`src/rtl/sc_backg_lane_scheduler_if.sv`:
```
// -----------------------------------------------------------------------------
// sc_backg_lane_scheduler_if
//
// Purpose : Bundles the game-control and lane-register signals of the
//           background lane scheduler into one interface.
//
// Parameter:
//   LANES  number of controlled lane registers. It must match the LANES
//          parameter of sc_backg_lane_scheduler.
//
// Signals (direction as seen by the scheduler):
//   SC_BACKGSCHED_start_InHigh          in   one-cycle start request
//   SC_BACKGSCHED_stop_InHigh           in   one-cycle abort to IDLE
//   SC_BACKGSCHED_pause_InHigh          in   level, freezes scrolling
//   SC_BACKGSCHED_level_In              in   speed level (base period shift)
//   SC_BACKGSCHED_direction_In          in   per lane: 0 = left, 1 = right
//   SC_BACKGSCHED_lanediv_InBUS         in   per lane 4-bit tick divider
//   SC_BACKGSCHED_clear_OutLow          out  shared clear, active low
//   SC_BACKGSCHED_load_OutLow           out  shared load, active low
//   SC_BACKGSCHED_shiftselection_OutBUS out  per lane 2-bit shift select
//   SC_BACKGSCHED_state_Out             out  IDLE=0 LOAD=1 RUN=2 PAUSED=3
//   SC_BACKGSCHED_steps_Out             out  base ticks taken in RUN
//
// Modports:
//   master  game-control side (drives requests, observes the scheduler)
//   slave   scheduler side
// -----------------------------------------------------------------------------
interface sc_backg_lane_scheduler_if #(
    parameter int LANES = 4
);
    logic                   SC_BACKGSCHED_start_InHigh;
    logic                   SC_BACKGSCHED_stop_InHigh;
    logic                   SC_BACKGSCHED_pause_InHigh;
    logic [1:0]             SC_BACKGSCHED_level_In;
    logic [LANES-1:0]       SC_BACKGSCHED_direction_In;
    logic [4*LANES-1:0]     SC_BACKGSCHED_lanediv_InBUS;
    logic                   SC_BACKGSCHED_clear_OutLow;
    logic                   SC_BACKGSCHED_load_OutLow;
    logic [2*LANES-1:0]     SC_BACKGSCHED_shiftselection_OutBUS;
    logic [1:0]             SC_BACKGSCHED_state_Out;
    logic [15:0]            SC_BACKGSCHED_steps_Out;

    modport master (
        output SC_BACKGSCHED_start_InHigh,
        output SC_BACKGSCHED_stop_InHigh,
        output SC_BACKGSCHED_pause_InHigh,
        output SC_BACKGSCHED_level_In,
        output SC_BACKGSCHED_direction_In,
        output SC_BACKGSCHED_lanediv_InBUS,
        input  SC_BACKGSCHED_clear_OutLow,
        input  SC_BACKGSCHED_load_OutLow,
        input  SC_BACKGSCHED_shiftselection_OutBUS,
        input  SC_BACKGSCHED_state_Out,
        input  SC_BACKGSCHED_steps_Out
    );

    modport slave (
        input  SC_BACKGSCHED_start_InHigh,
        input  SC_BACKGSCHED_stop_InHigh,
        input  SC_BACKGSCHED_pause_InHigh,
        input  SC_BACKGSCHED_level_In,
        input  SC_BACKGSCHED_direction_In,
        input  SC_BACKGSCHED_lanediv_InBUS,
        output SC_BACKGSCHED_clear_OutLow,
        output SC_BACKGSCHED_load_OutLow,
        output SC_BACKGSCHED_shiftselection_OutBUS,
        output SC_BACKGSCHED_state_Out,
        output SC_BACKGSCHED_steps_Out
    );
endinterface

```
`src/rtl/sc_backg_lane_scheduler.sv`:
```
// -----------------------------------------------------------------------------
// sc_backg_lane_scheduler
//
// Purpose : Sequencer/arbiter for the bank of background-type lane shift
//           registers. Produces the shared clear/load strobes and one 2-bit
//           shift selection per lane so that every lane scrolls at its own
//           rate: lane i shifts once every div_i base ticks, and the base tick
//           period is P = max(1, TICK_PERIOD >> level) clocks.
//
// Parameters:
//   LANES            number of lane registers
//   TICK_PERIOD      base tick period in clocks at level 0
//   PRESCALER_WIDTH  width of the base-tick prescaler
//
// Ports:
//   SC_RegBACKGTYPE_CLOCK_50      system clock, rising edge
//   SC_RegBACKGTYPE_RESET_InHigh  asynchronous reset, active high
//   schedBus                      sc_backg_lane_scheduler_if.slave
//                                 (control inputs and all registered outputs)
//
// Build option:
//   SC_BACKGSCHED_ROUNDROBIN_EN   when defined, at most one lane shifts per
//                                 clock; due lanes are queued as pending flags
//                                 and granted round-robin. When undefined all
//                                 lanes due on a tick shift together.
// -----------------------------------------------------------------------------
module sc_backg_lane_scheduler #(
    parameter int LANES           = 4,
    parameter int TICK_PERIOD     = 6250000,
    parameter int PRESCALER_WIDTH = 32
) (
    input logic                       SC_RegBACKGTYPE_CLOCK_50,
    input logic                       SC_RegBACKGTYPE_RESET_InHigh,
    sc_backg_lane_scheduler_if.slave  schedBus
);

    typedef enum logic [1:0] {
        IDLE   = 2'd0,
        LOAD   = 2'd1,
        RUN    = 2'd2,
        PAUSED = 2'd3
    } schedState_t;

    localparam logic [PRESCALER_WIDTH-1:0] PRESCALER_ZERO  = {PRESCALER_WIDTH{1'b0}};
    localparam logic [PRESCALER_WIDTH-1:0] PRESCALER_ONE   = PRESCALER_WIDTH'(1);
    localparam logic [PRESCALER_WIDTH-1:0] TICK_PERIOD_VEC = PRESCALER_WIDTH'(TICK_PERIOD);

    // Shift-select code for one lane: left = 2'b01, right = 2'b10.
    function automatic logic [1:0] dirCode(input logic dirRight);
        logic [1:0] code;
        if (dirRight) begin
            code = 2'b10;
        end else begin
            code = 2'b01;
        end
        return code;
    endfunction

    // Local aliases for the control inputs.
    logic               startReq;
    logic               stopReq;
    logic               pauseReq;
    logic [LANES-1:0]   dirVec;

    assign startReq = schedBus.SC_BACKGSCHED_start_InHigh;
    assign stopReq  = schedBus.SC_BACKGSCHED_stop_InHigh;
    assign pauseReq = schedBus.SC_BACKGSCHED_pause_InHigh;
    assign dirVec   = schedBus.SC_BACKGSCHED_direction_In;

    schedState_t                stateReg;
    schedState_t                stateNext;
    logic                       clearReg;
    logic                       loadReg;
    logic [2*LANES-1:0]         shiftReg;
    logic [2*LANES-1:0]         shiftNext;
    logic [15:0]                stepsReg;
    logic [PRESCALER_WIDTH-1:0] prescalerReg;
    logic [PRESCALER_WIDTH-1:0] periodShifted;
    logic [PRESCALER_WIDTH-1:0] periodEff;
    logic                       tickHit;
    logic [3:0]                 laneCntReg [LANES];
    logic [3:0]                 laneDivEff [LANES];
    logic [LANES-1:0]           dueVec;

    // Base period from the level; the >= compare lets a level change that
    // shrinks P below the current count produce a tick on the next cycle.
    always_comb begin
        periodShifted = TICK_PERIOD_VEC >> schedBus.SC_BACKGSCHED_level_In;
        if (periodShifted == PRESCALER_ZERO) begin
            periodEff = PRESCALER_ONE;
        end else begin
            periodEff = periodShifted;
        end
        tickHit = (stateReg == RUN) && (prescalerReg >= (periodEff - PRESCALER_ONE));
    end

    // Per-lane effective divider (0 means 1) and due detection on a tick.
    // The >= compare recovers at once if a divider is lowered mid-count.
    always_comb begin
        for (int i = 0; i < LANES; i++) begin
            if (schedBus.SC_BACKGSCHED_lanediv_InBUS[4*i +: 4] == 4'd0) begin
                laneDivEff[i] = 4'd1;
            end else begin
                laneDivEff[i] = schedBus.SC_BACKGSCHED_lanediv_InBUS[4*i +: 4];
            end
            dueVec[i] = tickHit && (laneCntReg[i] >= (laneDivEff[i] - 4'd1));
        end
    end

    // Next-state logic; stop has priority over every other request.
    always_comb begin
        stateNext = stateReg;
        case (stateReg)
            IDLE: begin
                if (stopReq) begin
                    stateNext = IDLE;
                end else if (startReq) begin
                    stateNext = LOAD;
                end else begin
                    stateNext = IDLE;
                end
            end
            LOAD: begin
                if (stopReq) begin
                    stateNext = IDLE;
                end else begin
                    stateNext = RUN;
                end
            end
            RUN: begin
                if (stopReq) begin
                    stateNext = IDLE;
                end else if (pauseReq) begin
                    stateNext = PAUSED;
                end else begin
                    stateNext = RUN;
                end
            end
            PAUSED: begin
                if (stopReq) begin
                    stateNext = IDLE;
                end else if (pauseReq) begin
                    stateNext = PAUSED;
                end else begin
                    stateNext = RUN;
                end
            end
            default: begin
                stateNext = IDLE;
            end
        endcase
    end

    // State register.
    always_ff @(posedge SC_RegBACKGTYPE_CLOCK_50 or posedge SC_RegBACKGTYPE_RESET_InHigh) begin
        if (SC_RegBACKGTYPE_RESET_InHigh) begin
            stateReg <= IDLE;
        end else begin
            stateReg <= stateNext;
        end
    end

    // Prescaler, lane counters and step counter. A RUN cycle that also
    // requests pause still takes its tick; PAUSED holds everything.
    always_ff @(posedge SC_RegBACKGTYPE_CLOCK_50 or posedge SC_RegBACKGTYPE_RESET_InHigh) begin
        if (SC_RegBACKGTYPE_RESET_InHigh) begin
            prescalerReg <= PRESCALER_ZERO;
            stepsReg     <= 16'd0;
            for (int i = 0; i < LANES; i++) begin
                laneCntReg[i] <= 4'd0;
            end
        end else if (stopReq || (stateReg == IDLE)) begin
            prescalerReg <= PRESCALER_ZERO;
            stepsReg     <= 16'd0;
            for (int i = 0; i < LANES; i++) begin
                laneCntReg[i] <= 4'd0;
            end
        end else if (stateReg == LOAD) begin
            prescalerReg <= PRESCALER_ZERO;
            for (int i = 0; i < LANES; i++) begin
                laneCntReg[i] <= 4'd0;
            end
        end else if (stateReg == RUN) begin
            if (tickHit) begin
                prescalerReg <= PRESCALER_ZERO;
                stepsReg     <= stepsReg + 16'd1;
                for (int i = 0; i < LANES; i++) begin
                    if (dueVec[i]) begin
                        laneCntReg[i] <= 4'd0;
                    end else begin
                        laneCntReg[i] <= laneCntReg[i] + 4'd1;
                    end
                end
            end else begin
                prescalerReg <= prescalerReg + PRESCALER_ONE;
            end
        end else begin
            prescalerReg <= prescalerReg;
        end
    end

`ifdef SC_BACKGSCHED_ROUNDROBIN_EN
    localparam int PTR_WIDTH = (LANES > 1) ? $clog2(LANES) : 1;

    // Lane index visited k steps after the round-robin pointer.
    function automatic int rrIndex(input int basePtr, input int k);
        return (basePtr + k) % LANES;
    endfunction

    logic [LANES-1:0]     pendingReg;
    logic [LANES-1:0]     pendingNext;
    logic [LANES-1:0]     pendDirReg;
    logic [LANES-1:0]     candVec;
    logic [LANES-1:0]     candDir;
    logic [LANES-1:0]     grantVec;
    logic [PTR_WIDTH-1:0] rrPtrReg;
    logic [PTR_WIDTH-1:0] rrPtrNext;
    logic                 grantFound;
    logic                 laneHit;

    // Round-robin grant over pending lanes plus lanes due this cycle; a lane
    // that becomes due while still pending merges into a single pulse and
    // keeps the most recently sampled direction.
    always_comb begin
        candVec    = pendingReg | dueVec;
        grantVec   = {LANES{1'b0}};
        grantFound = 1'b0;
        laneHit    = 1'b0;
        rrPtrNext  = rrPtrReg;
        shiftNext  = {(2*LANES){1'b0}};
        for (int i = 0; i < LANES; i++) begin
            candDir[i] = dueVec[i] ? dirVec[i] : pendDirReg[i];
        end
        if (stateReg == RUN) begin
            for (int k = 0; k < LANES; k++) begin
                laneHit = candVec[rrIndex(int'(rrPtrReg), k)] && !grantFound;
                grantVec[rrIndex(int'(rrPtrReg), k)] = laneHit;
                rrPtrNext  = laneHit ? PTR_WIDTH'(rrIndex(int'(rrPtrReg), k + 1)) : rrPtrNext;
                grantFound = grantFound | laneHit;
            end
        end else begin
            rrPtrNext = rrPtrReg;
        end
        pendingNext = candVec & ~grantVec;
        for (int i = 0; i < LANES; i++) begin
            if (grantVec[i] && !stopReq) begin
                shiftNext[2*i +: 2] = dirCode(candDir[i]);
            end else begin
                shiftNext[2*i +: 2] = 2'b00;
            end
        end
    end

    // Pending flags, their directions and the round-robin pointer.
    always_ff @(posedge SC_RegBACKGTYPE_CLOCK_50 or posedge SC_RegBACKGTYPE_RESET_InHigh) begin
        if (SC_RegBACKGTYPE_RESET_InHigh) begin
            pendingReg <= {LANES{1'b0}};
            pendDirReg <= {LANES{1'b0}};
            rrPtrReg   <= {PTR_WIDTH{1'b0}};
        end else if (stopReq || (stateReg == IDLE) || (stateReg == LOAD)) begin
            pendingReg <= {LANES{1'b0}};
            pendDirReg <= {LANES{1'b0}};
            rrPtrReg   <= {PTR_WIDTH{1'b0}};
        end else if (stateReg == RUN) begin
            pendingReg <= pendingNext;
            pendDirReg <= candDir;
            rrPtrReg   <= rrPtrNext;
        end else begin
            pendingReg <= pendingReg;
        end
    end
`else
    // Every lane due on this tick shifts at once; stop drops the pulses.
    always_comb begin
        shiftNext = {(2*LANES){1'b0}};
        for (int i = 0; i < LANES; i++) begin
            if (dueVec[i] && !stopReq) begin
                shiftNext[2*i +: 2] = dirCode(dirVec[i]);
            end else begin
                shiftNext[2*i +: 2] = 2'b00;
            end
        end
    end
`endif

    // Registered strobes and shift selections. Strobes follow the state being
    // entered so they line up with the registered state output.
    always_ff @(posedge SC_RegBACKGTYPE_CLOCK_50 or posedge SC_RegBACKGTYPE_RESET_InHigh) begin
        if (SC_RegBACKGTYPE_RESET_InHigh) begin
            clearReg <= 1'b0;
            loadReg  <= 1'b1;
            shiftReg <= {(2*LANES){1'b0}};
        end else begin
            clearReg <= (stateNext != IDLE);
            loadReg  <= (stateNext != LOAD);
            shiftReg <= shiftNext;
        end
    end

    assign schedBus.SC_BACKGSCHED_clear_OutLow          = clearReg;
    assign schedBus.SC_BACKGSCHED_load_OutLow           = loadReg;
    assign schedBus.SC_BACKGSCHED_shiftselection_OutBUS = shiftReg;
    assign schedBus.SC_BACKGSCHED_state_Out             = stateReg;
    assign schedBus.SC_BACKGSCHED_steps_Out             = stepsReg;

endmodule

```
`src/flat_wrapper.sv`:
```
// flat-port wrapper written by rule: the top's interface ports become plain ports
module sc_backg_lane_scheduler_flat 
#(
    parameter int LANES           = 4,
    parameter int TICK_PERIOD     = 6250000,
    parameter int PRESCALER_WIDTH = 32
)
  (SC_RegBACKGTYPE_CLOCK_50, SC_RegBACKGTYPE_RESET_InHigh, schedBus_SC_BACKGSCHED_start_InHigh, schedBus_SC_BACKGSCHED_stop_InHigh, schedBus_SC_BACKGSCHED_pause_InHigh, schedBus_SC_BACKGSCHED_level_In, schedBus_SC_BACKGSCHED_direction_In, schedBus_SC_BACKGSCHED_lanediv_InBUS, schedBus_SC_BACKGSCHED_clear_OutLow, schedBus_SC_BACKGSCHED_load_OutLow, schedBus_SC_BACKGSCHED_shiftselection_OutBUS, schedBus_SC_BACKGSCHED_state_Out, schedBus_SC_BACKGSCHED_steps_Out);
  sc_backg_lane_scheduler_if #(.LANES(LANES)) schedBus_i ();
  input logic SC_RegBACKGTYPE_CLOCK_50;
  input logic SC_RegBACKGTYPE_RESET_InHigh;
  input wire logic [$bits(schedBus_i.SC_BACKGSCHED_start_InHigh)-1:0] schedBus_SC_BACKGSCHED_start_InHigh;
  input wire logic [$bits(schedBus_i.SC_BACKGSCHED_stop_InHigh)-1:0] schedBus_SC_BACKGSCHED_stop_InHigh;
  input wire logic [$bits(schedBus_i.SC_BACKGSCHED_pause_InHigh)-1:0] schedBus_SC_BACKGSCHED_pause_InHigh;
  input wire logic [$bits(schedBus_i.SC_BACKGSCHED_level_In)-1:0] schedBus_SC_BACKGSCHED_level_In;
  input wire logic [$bits(schedBus_i.SC_BACKGSCHED_direction_In)-1:0] schedBus_SC_BACKGSCHED_direction_In;
  input wire logic [$bits(schedBus_i.SC_BACKGSCHED_lanediv_InBUS)-1:0] schedBus_SC_BACKGSCHED_lanediv_InBUS;
  output wire logic [$bits(schedBus_i.SC_BACKGSCHED_clear_OutLow)-1:0] schedBus_SC_BACKGSCHED_clear_OutLow;
  output wire logic [$bits(schedBus_i.SC_BACKGSCHED_load_OutLow)-1:0] schedBus_SC_BACKGSCHED_load_OutLow;
  output wire logic [$bits(schedBus_i.SC_BACKGSCHED_shiftselection_OutBUS)-1:0] schedBus_SC_BACKGSCHED_shiftselection_OutBUS;
  output wire logic [$bits(schedBus_i.SC_BACKGSCHED_state_Out)-1:0] schedBus_SC_BACKGSCHED_state_Out;
  output wire logic [$bits(schedBus_i.SC_BACKGSCHED_steps_Out)-1:0] schedBus_SC_BACKGSCHED_steps_Out;
  assign schedBus_i.SC_BACKGSCHED_start_InHigh = schedBus_SC_BACKGSCHED_start_InHigh;
  assign schedBus_i.SC_BACKGSCHED_stop_InHigh = schedBus_SC_BACKGSCHED_stop_InHigh;
  assign schedBus_i.SC_BACKGSCHED_pause_InHigh = schedBus_SC_BACKGSCHED_pause_InHigh;
  assign schedBus_i.SC_BACKGSCHED_level_In = schedBus_SC_BACKGSCHED_level_In;
  assign schedBus_i.SC_BACKGSCHED_direction_In = schedBus_SC_BACKGSCHED_direction_In;
  assign schedBus_i.SC_BACKGSCHED_lanediv_InBUS = schedBus_SC_BACKGSCHED_lanediv_InBUS;
  assign schedBus_SC_BACKGSCHED_clear_OutLow = schedBus_i.SC_BACKGSCHED_clear_OutLow;
  assign schedBus_SC_BACKGSCHED_load_OutLow = schedBus_i.SC_BACKGSCHED_load_OutLow;
  assign schedBus_SC_BACKGSCHED_shiftselection_OutBUS = schedBus_i.SC_BACKGSCHED_shiftselection_OutBUS;
  assign schedBus_SC_BACKGSCHED_state_Out = schedBus_i.SC_BACKGSCHED_state_Out;
  assign schedBus_SC_BACKGSCHED_steps_Out = schedBus_i.SC_BACKGSCHED_steps_Out;
  sc_backg_lane_scheduler #(.LANES(LANES), .TICK_PERIOD(TICK_PERIOD), .PRESCALER_WIDTH(PRESCALER_WIDTH)) u_core (.SC_RegBACKGTYPE_CLOCK_50(SC_RegBACKGTYPE_CLOCK_50), .SC_RegBACKGTYPE_RESET_InHigh(SC_RegBACKGTYPE_RESET_InHigh), .schedBus(schedBus_i));
endmodule
```
`config.mk`:
```
export PLATFORM = sky130hd
export DESIGN_NAME = sc_backg_lane_scheduler_flat
export DESIGN_NICKNAME = d
export VERILOG_FILES = /design/src/rtl/sc_backg_lane_scheduler_if.sv /design/src/rtl/sc_backg_lane_scheduler.sv /design/src/flat_wrapper.sv
export SDC_FILE = /design/constraint.sdc
export NUM_CORES = 1
export LEC_CHECK = 0
export CAP_MARGIN = 5
export CORE_MARGIN = 2
export CORE_UTILIZATION = 30
export DETAILED_ROUTE_END_ITERATION = 16
export PLACE_DENSITY = 0.49
export SYNTH_ARGS = -nofsm -noshare
export SYNTH_HDL_FRONTEND = slang
export SYNTH_SLANG_ARGS = --single-unit
```
`constraint.sdc`:
```
create_clock -name SC_RegBACKGTYPE_CLOCK_50 -period 5.6 [get_ports SC_RegBACKGTYPE_CLOCK_50]
set_input_delay 0.84 -clock SC_RegBACKGTYPE_CLOCK_50 [delete_from_list [all_inputs] [get_ports SC_RegBACKGTYPE_CLOCK_50]]
set_output_delay 0.84 -clock SC_RegBACKGTYPE_CLOCK_50 [all_outputs]
set_load 0.02 [all_outputs]
```
### Word-level counts from Yosys, hierarchy flattened

Index checks and enable logic that the tools add are counted.

| word-level totals | value |
|---|---|
| bits in registers | 76 |
| input port bits | 27 |

| operators by class | value |
|---|---|
| add/sub/neg operators | 11 |
| mux-type cells | 35 |
| $lt $le $gt $ge | 5 |
| reductions and logical operators | 25 |
| shift operators | 1 |
| equal/unequal tests | 5 |

Operators by type and width:

| kind | number |
|---|---|
| 2-to-1 mux 32 bit | 5 |
| 2-to-1 mux 16 bit | 8 |
| adder 32 x 1 -> 32 bit, second input constant | 1 |
| greater-or-equal comparator 32 bit | 1 |
| zero test 32 bit | 1 |
| 2-to-1 mux 4 bit | 8 |
| right shift 23 x 2 -> 32 bit, first input constant | 1 |
| subtractor 32 x 1 -> 32 bit, second input constant | 1 |
| 2-to-1 mux 2 bit | 11 |
| adder 16 x 1 -> 16 bit, second input constant | 1 |
| adder 4 x 1 -> 4 bit, second input constant | 4 |
| greater-or-equal comparator 4 bit | 4 |
| zero test 4 bit | 4 |
| subtractor 4 x 1 -> 4 bit, second input constant | 4 |
| logical AND 1 bit | 9 |
| case mux 2 bit (3 select lines) | 1 |
| nonzero test 2 bit | 3 |
| nonzero test 3 bit | 2 |
| == test 2 bit, second input constant | 2 |
| inequality test 2 x 1 -> 1 bit, second input constant | 2 |
| AND reduction 3 bit | 1 |
| == test 2 x 1 -> 1 bit, second input constant | 1 |
| zero test 2 bit | 1 |
| 2-to-1 mux 1 bit | 2 |
| other kinds (4) | 4 |

### Logic depth before layout (Yosys ltp)

| logic depth | value |
|---|---|
| word-level depth | 12 |
| gate-level depth with buffers | 12 |
| depth with buffers taken out | 11 |

### Least setup slack after synthesis

OpenSTA, ideal clock, no wires.

| path | value |
|---|---|
| path type | input-to-reg |
| from | in schedBus_SC_BACKGSCHED_lanediv_InBUS[13] |
| to | reg u_core.laneCntReg[2] in the netlist's numbering |
| library setup time | 0.083 ns |
| arrival | 2.982 ns |
| slack | 2.536 ns |
| stages | 10 |
| path buffers | 0 |
| path through | nor3_1 > nor2_1 > ha_1 > ha_1 > a21o_1 > a21o_1 > a21o_1 > or4b_2 > a2bb2oi_1 > o21ai_0 |

| between the ends | value |
|---|---|
| cells in the longest elaborated chain, start to end | 10 |

Ends and longest elaborated chain:

| item | RTL line | source |
|---|---|---|
| start: declaration | flat_wrapper.sv:17 | `input wire logic [$bits(schedBus_i.SC_BACKGSCHED_lanediv_InBUS)-1:0] schedBus_SC_BACKGSCHED_lanediv_InBUS;` |
| zero test 4 bit | sc_backg_lane_scheduler.sv:101 | `if (schedBus.SC_BACKGSCHED_lanediv_InBUS[4*i +: 4] == 4'd0) begin` |
| 2-to-1 mux 4 bit * | sc_backg_lane_scheduler.sv:101 |  |
| subtractor 4 x 1 -> 4 bit * | sc_backg_lane_scheduler.sv:106 | `dueVec[i] = tickHit && (laneCntReg[i] >= (laneDivEff[i] - 4'd1));` |
| greater-or-equal comparator 4 bit * | sc_backg_lane_scheduler.sv:106 |  |
| logical AND 1 bit * | sc_backg_lane_scheduler.sv:106 |  |
| 2-to-1 mux 4 bit * | sc_backg_lane_scheduler.sv:188 | `if (dueVec[i]) begin` |
| 2-to-1 mux 16 bit * | sc_backg_lane_scheduler.sv:184 | `if (tickHit) begin` |
| 2-to-1 mux 16 bit * | sc_backg_lane_scheduler.sv:183 | `end else if (stateReg == RUN) begin` |
| 2-to-1 mux 16 bit * | sc_backg_lane_scheduler.sv:178 | `end else if (stateReg == LOAD) begin` |
| 2-to-1 mux 16 bit * | sc_backg_lane_scheduler.sv:172 | `end else if (stopReq \|\| (stateReg == IDLE)) begin` |
| end signal: indexed assignment | sc_backg_lane_scheduler.sv:191 | `laneCntReg[i] <= laneCntReg[i] + 4'd1;` |
| end: declaration | sc_backg_lane_scheduler.sv:81 | `logic [3:0] laneCntReg [LANES];` |

Every way passes the cells marked *; elsewhere a longest branch is shown, timed or not. The select of a mux whose other input is x is not followed.
A chain may end at the register's enable or synchronous reset.

### Worst setup path in the final report

| path | value |
|---|---|
| from | in schedBus_SC_BACKGSCHED_level_In[0] |
| to | reg u_core.laneCntReg[13] in the netlist's numbering |

| between the ends | value |
|---|---|
| cells in the longest elaborated chain, start to end | 12 |

Ends and longest elaborated chain:

| item | RTL line | source |
|---|---|---|
| start: declaration | flat_wrapper.sv:15 | `input wire logic [$bits(schedBus_i.SC_BACKGSCHED_level_In)-1:0] schedBus_SC_BACKGSCHED_level_In;` |
| right shift 23 x 2 -> 32 bit * | sc_backg_lane_scheduler.sv:88 | `periodShifted = TICK_PERIOD_VEC >> schedBus.SC_BACKGSCHED_level_In;` |
| zero test 32 bit | sc_backg_lane_scheduler.sv:89 | `if (periodShifted == PRESCALER_ZERO) begin` |
| 2-to-1 mux 32 bit * | sc_backg_lane_scheduler.sv:89 |  |
| subtractor 32 x 1 -> 32 bit * | sc_backg_lane_scheduler.sv:94 | `tickHit = (stateReg == RUN) && (prescalerReg >= (periodEff - PRESCALER_ONE));` |
| greater-or-equal comparator 32 bit * | sc_backg_lane_scheduler.sv:94 |  |
| logical AND 1 bit * | sc_backg_lane_scheduler.sv:94 |  |
| logical AND 1 bit | sc_backg_lane_scheduler.sv:106 |  |
| 2-to-1 mux 4 bit | sc_backg_lane_scheduler.sv:188 |  |
| 2-to-1 mux 16 bit | sc_backg_lane_scheduler.sv:184 |  |
| 2-to-1 mux 16 bit | sc_backg_lane_scheduler.sv:183 |  |
| 2-to-1 mux 16 bit | sc_backg_lane_scheduler.sv:178 |  |
| 2-to-1 mux 16 bit | sc_backg_lane_scheduler.sv:172 |  |

Marked as above.

==> impl_metrics.tcl <==
set metrics [dict create \
    register_area_sq_mm 0.00190 \
    dieArea_sq_mm 0.0173 \
    p_leak_nw 2.63 \
    routed_wl_um 11800 \
    cts_tree "built" \
    power_frac_clock 0.463 \
    max_cap_viol_count 0 \
    p_comb_frac 0.089 \
    hold_path.class "reg2reg" \
    critPathLaunch "schedBus_SC_BACKGSCHED_level_In[0]" \
    setup_viol 0 \
    synth_warnings 0 \
    final.period_utilization 0.702 \
    layout_common_cells "dfrtp_1, nor2_1, clkdlybuf4s50_1" \
    place_hpwl_um 8520 \
    route.detailed.drc 0 \
    grt_pass1_wl_um 20400 \
    max_slew_margin 0.231 \
    port_buffers 54 \
    avgSynthCellArea_sq_um 9.41 \
    critPathCapture "u_core.laneCntReg[13]" \
    numCtsBuffers 9 \
    setup.worst_path.end_class "flip-flop" \
    seq_power_share 0.448 \
    htree_levels 3 \
    ys_types 56 \
    pwr_density_cell_mw_per_mm2 209 \
    r2r_slack_ns 2.53 \
    clockBufferDepth 2 \
    grt_max_degree 41 \
    dieWidth_um 131 \
    cts_sinks 76 \
    ys_seq_area_frac 0.390 \
    worst_ep_required_time_ns 5.83 \
    crit_fanout 18 \
    post_cts_buffers 0 \
    power_mw 1.24 \
    initial_utilization 0.307 \
    coreArea_sq_mm 0.0159 \
    grt_pass1_vias 3963 \
    antenna_found_initial 0 \
    antenna_cells 0 \
    grt_overflow 0 \
    hold_violations 0 \
    switching_share 0.239 \
    regToRegEndpoint "u_core.laneCntReg[14]" \
    ys_seq_elements 76 \
    status "complete, no violations" \
    fin_skew_ns 0.00946 \
    p_int_uw 941 \
    drt_first_iter_violations 206 \
    first_pass_iters 4 \
    tightest_slew_ns 1.15 \
    area_growth_syn_to_layout_pct 21.3 \
    totalNegativeSetupSlack_ns 0 \
    synth_cells 518 \
    rsz0062_at_grt "false" \
    finalCriticalPeriod_ns 3.93 \
    vias 3941 \
    synth_edf_count 0 \
    p_sw_uw 295 \
    path_clk_slew_ns 0.06 \
    num_rows 46 \
    slew_viol_final 0 \
    r2r_cells 8 \
    critPathArrivalTime_ns 4.16 \
    final_common_cell "dfrtp_1" \
    multi_input_area_sq_mm 0.00280 \
    grt_usage 0.144 \
    drive_gt1_frac 0.0554 \
    root_buffer "clkbuf_16" \
    nets 651 \
    place.gp.congestion 0.846 \
    viasPerCell 4.96 \
    async_flop_share 1.00 \
    path_class "in2reg" \
    die_y_um 131 \
    drtAntennaViolNets 0 \
    critPathLaunchType "primary input" \
    synth_area_sq_mm 0.00488 \
    max_freq_mhz 255 \
    vdd_ir_drop_max_v 0.000131 \
    wl_per_cell_um 14.9 \
    worstReg2RegStart "u_core.prescalerReg[27]" \
    cts-resized-gates 0 \
    ys_dominant_reg_cell "dfrtp_1" \
    ios 55 \
    cts-hold-fix-buffers 0 \
    clock_latency_ns 0.34 \
    n_fill_cell 1635 \
]
## power by group through the flow
stage | Sequential [mW] | Combinational [mW] | Clock [mW]
2_1_floorplan | 0.565 | 0.0640 | 0
4_1_cts | 0.553 | 0.113 | 0.593
6_report | 0.553 | 0.110 | 0.573
3_3_place_gp | 0.563 | 0.109 | 0
5_1_grt | 0.553 | 0.126 | 0.615
3_5_place_dp | 0.563 | 0.112 | 0
## cell type report
class	count	share of cell area
Sequential cell	76	0.322
Multi-Input combinational cell	402	0.473
Clock inverter	4	0.00846
Timing Repair Buffer	56	0.0939
Clock buffer	12	0.0400
Tap cell	216	0.0457
Inverter	28	0.0178
## how the worst min path moves through the flow
stage | start | to | slack [ns] | depth (start not counted)
2_1_floorplan | u_core.laneCntReg[11] | u_core.laneCntReg[11] | 0.49 | 2
4_1_cts | u_core.prescalerReg[31] | u_core.prescalerReg[31] | 0.55 | 2
5_1_grt | u_core.prescalerReg[31] | u_core.prescalerReg[31] | 0.58 | 2
6_report | u_core.prescalerReg[31] | u_core.prescalerReg[31] | 0.54 | 2
3_5_place_dp | u_core.prescalerReg[31] | u_core.prescalerReg[31] | 0.53 | 2
3_3_place_gp | u_core.prescalerReg[31] | u_core.prescalerReg[31] | 0.52 | 2
## logic make-up (layout without fill, tap and decap cells)
logic type | count (synthesis) | count (layout) | synth area share
AND/OR/NAND/NOR | 207 | 207 | 0.218
AO/OA/AOI/OAI | 96 | 96 | 0.144
flip-flops | 76 | 76 | 0.390
adder cells (fa/ha/maj) | 52 | 52 | 0.133
buffers and inverters | 44 | 100 | 0.0393
XOR/XNOR | 40 | 40 | 0.0719
other | 2 | 6 | 0.00154
multiplexers | 1 | 1 | 0.00205
## cell usage after synthesis (5+ instances only)
cell       n  area [sq um]
clkbuf_1   9          33.8
nand3_1   18          90.1
and3_1    17           106
a21oi_1   12          60.1
inv_1     28           105
nand2b_1   5          31.3
o21ai_0   14          70.1
nand4_1   11          68.8
nor4_1     7          43.8
xnor2_1   14           123
or4_1      7          52.6
nor2_1    63           236
dfrtp_1   75          1880
nand2_1   35           131
or3_1     10          62.6
o22ai_1    7          43.8
o211ai_1   6          45.0
xor2_1    26           228
a21o_1    14           105
ha_1      51           638
nor3_1     8          40.0
o31ai_1   11          82.6
## through the flow
step                area, sq um   util  setup WS [ns]  hold WS, ns  instances
floorplan                  4890      -           2.54        0.490        522
global placement           5630  0.354           1.42        0.520        778
detailed placement         5630  0.354           1.34        0.527        778
CTS                        5920  0.372           1.71        0.545        794
global route               5920  0.372           1.31        0.583        794
finish                     5920  0.372           1.67        0.537        794
## sequential cells by signal (all words and copies together), names as in the netlist
register                                             cells
u_core.schedBus.SC_BACKGSCHED_clear_OutLow               1
u_core.schedBus.SC_BACKGSCHED_load_OutLow                1
u_core.schedBus.SC_BACKGSCHED_shiftselection_OutBUS      8
u_core.prescalerReg                                     32
u_core.laneCntReg                                       16
u_core.schedBus.SC_BACKGSCHED_state_Out                  2
u_core.schedBus.SC_BACKGSCHED_steps_Out                 16
## critical path, cell delays in order
cell and delay, ns:
clkdlybuf4s50_1 0.57, nand2_1 0.20, inv_1 0.09, ha_1 0.18, maj3_2 0.29, a22o_1 0.23, o41a_1 0.71, nor2_4 0.52
nor3_2 0.19, a32o_1 0.34
## metal layers
metal  part of all wire  global-route usage  vias to the layer above  wire length (um)
li1                   -                   -                     1973                 -
met1               0.49               0.189                     1902              5760
met2               0.47               0.235                       60              5540
met3              0.039              0.0428                        6               464
met4             0.0062              0.0266                        0                73
met5                  0                   0                        -                 0
No activity file was read; power rests on OpenSTA's default activity.
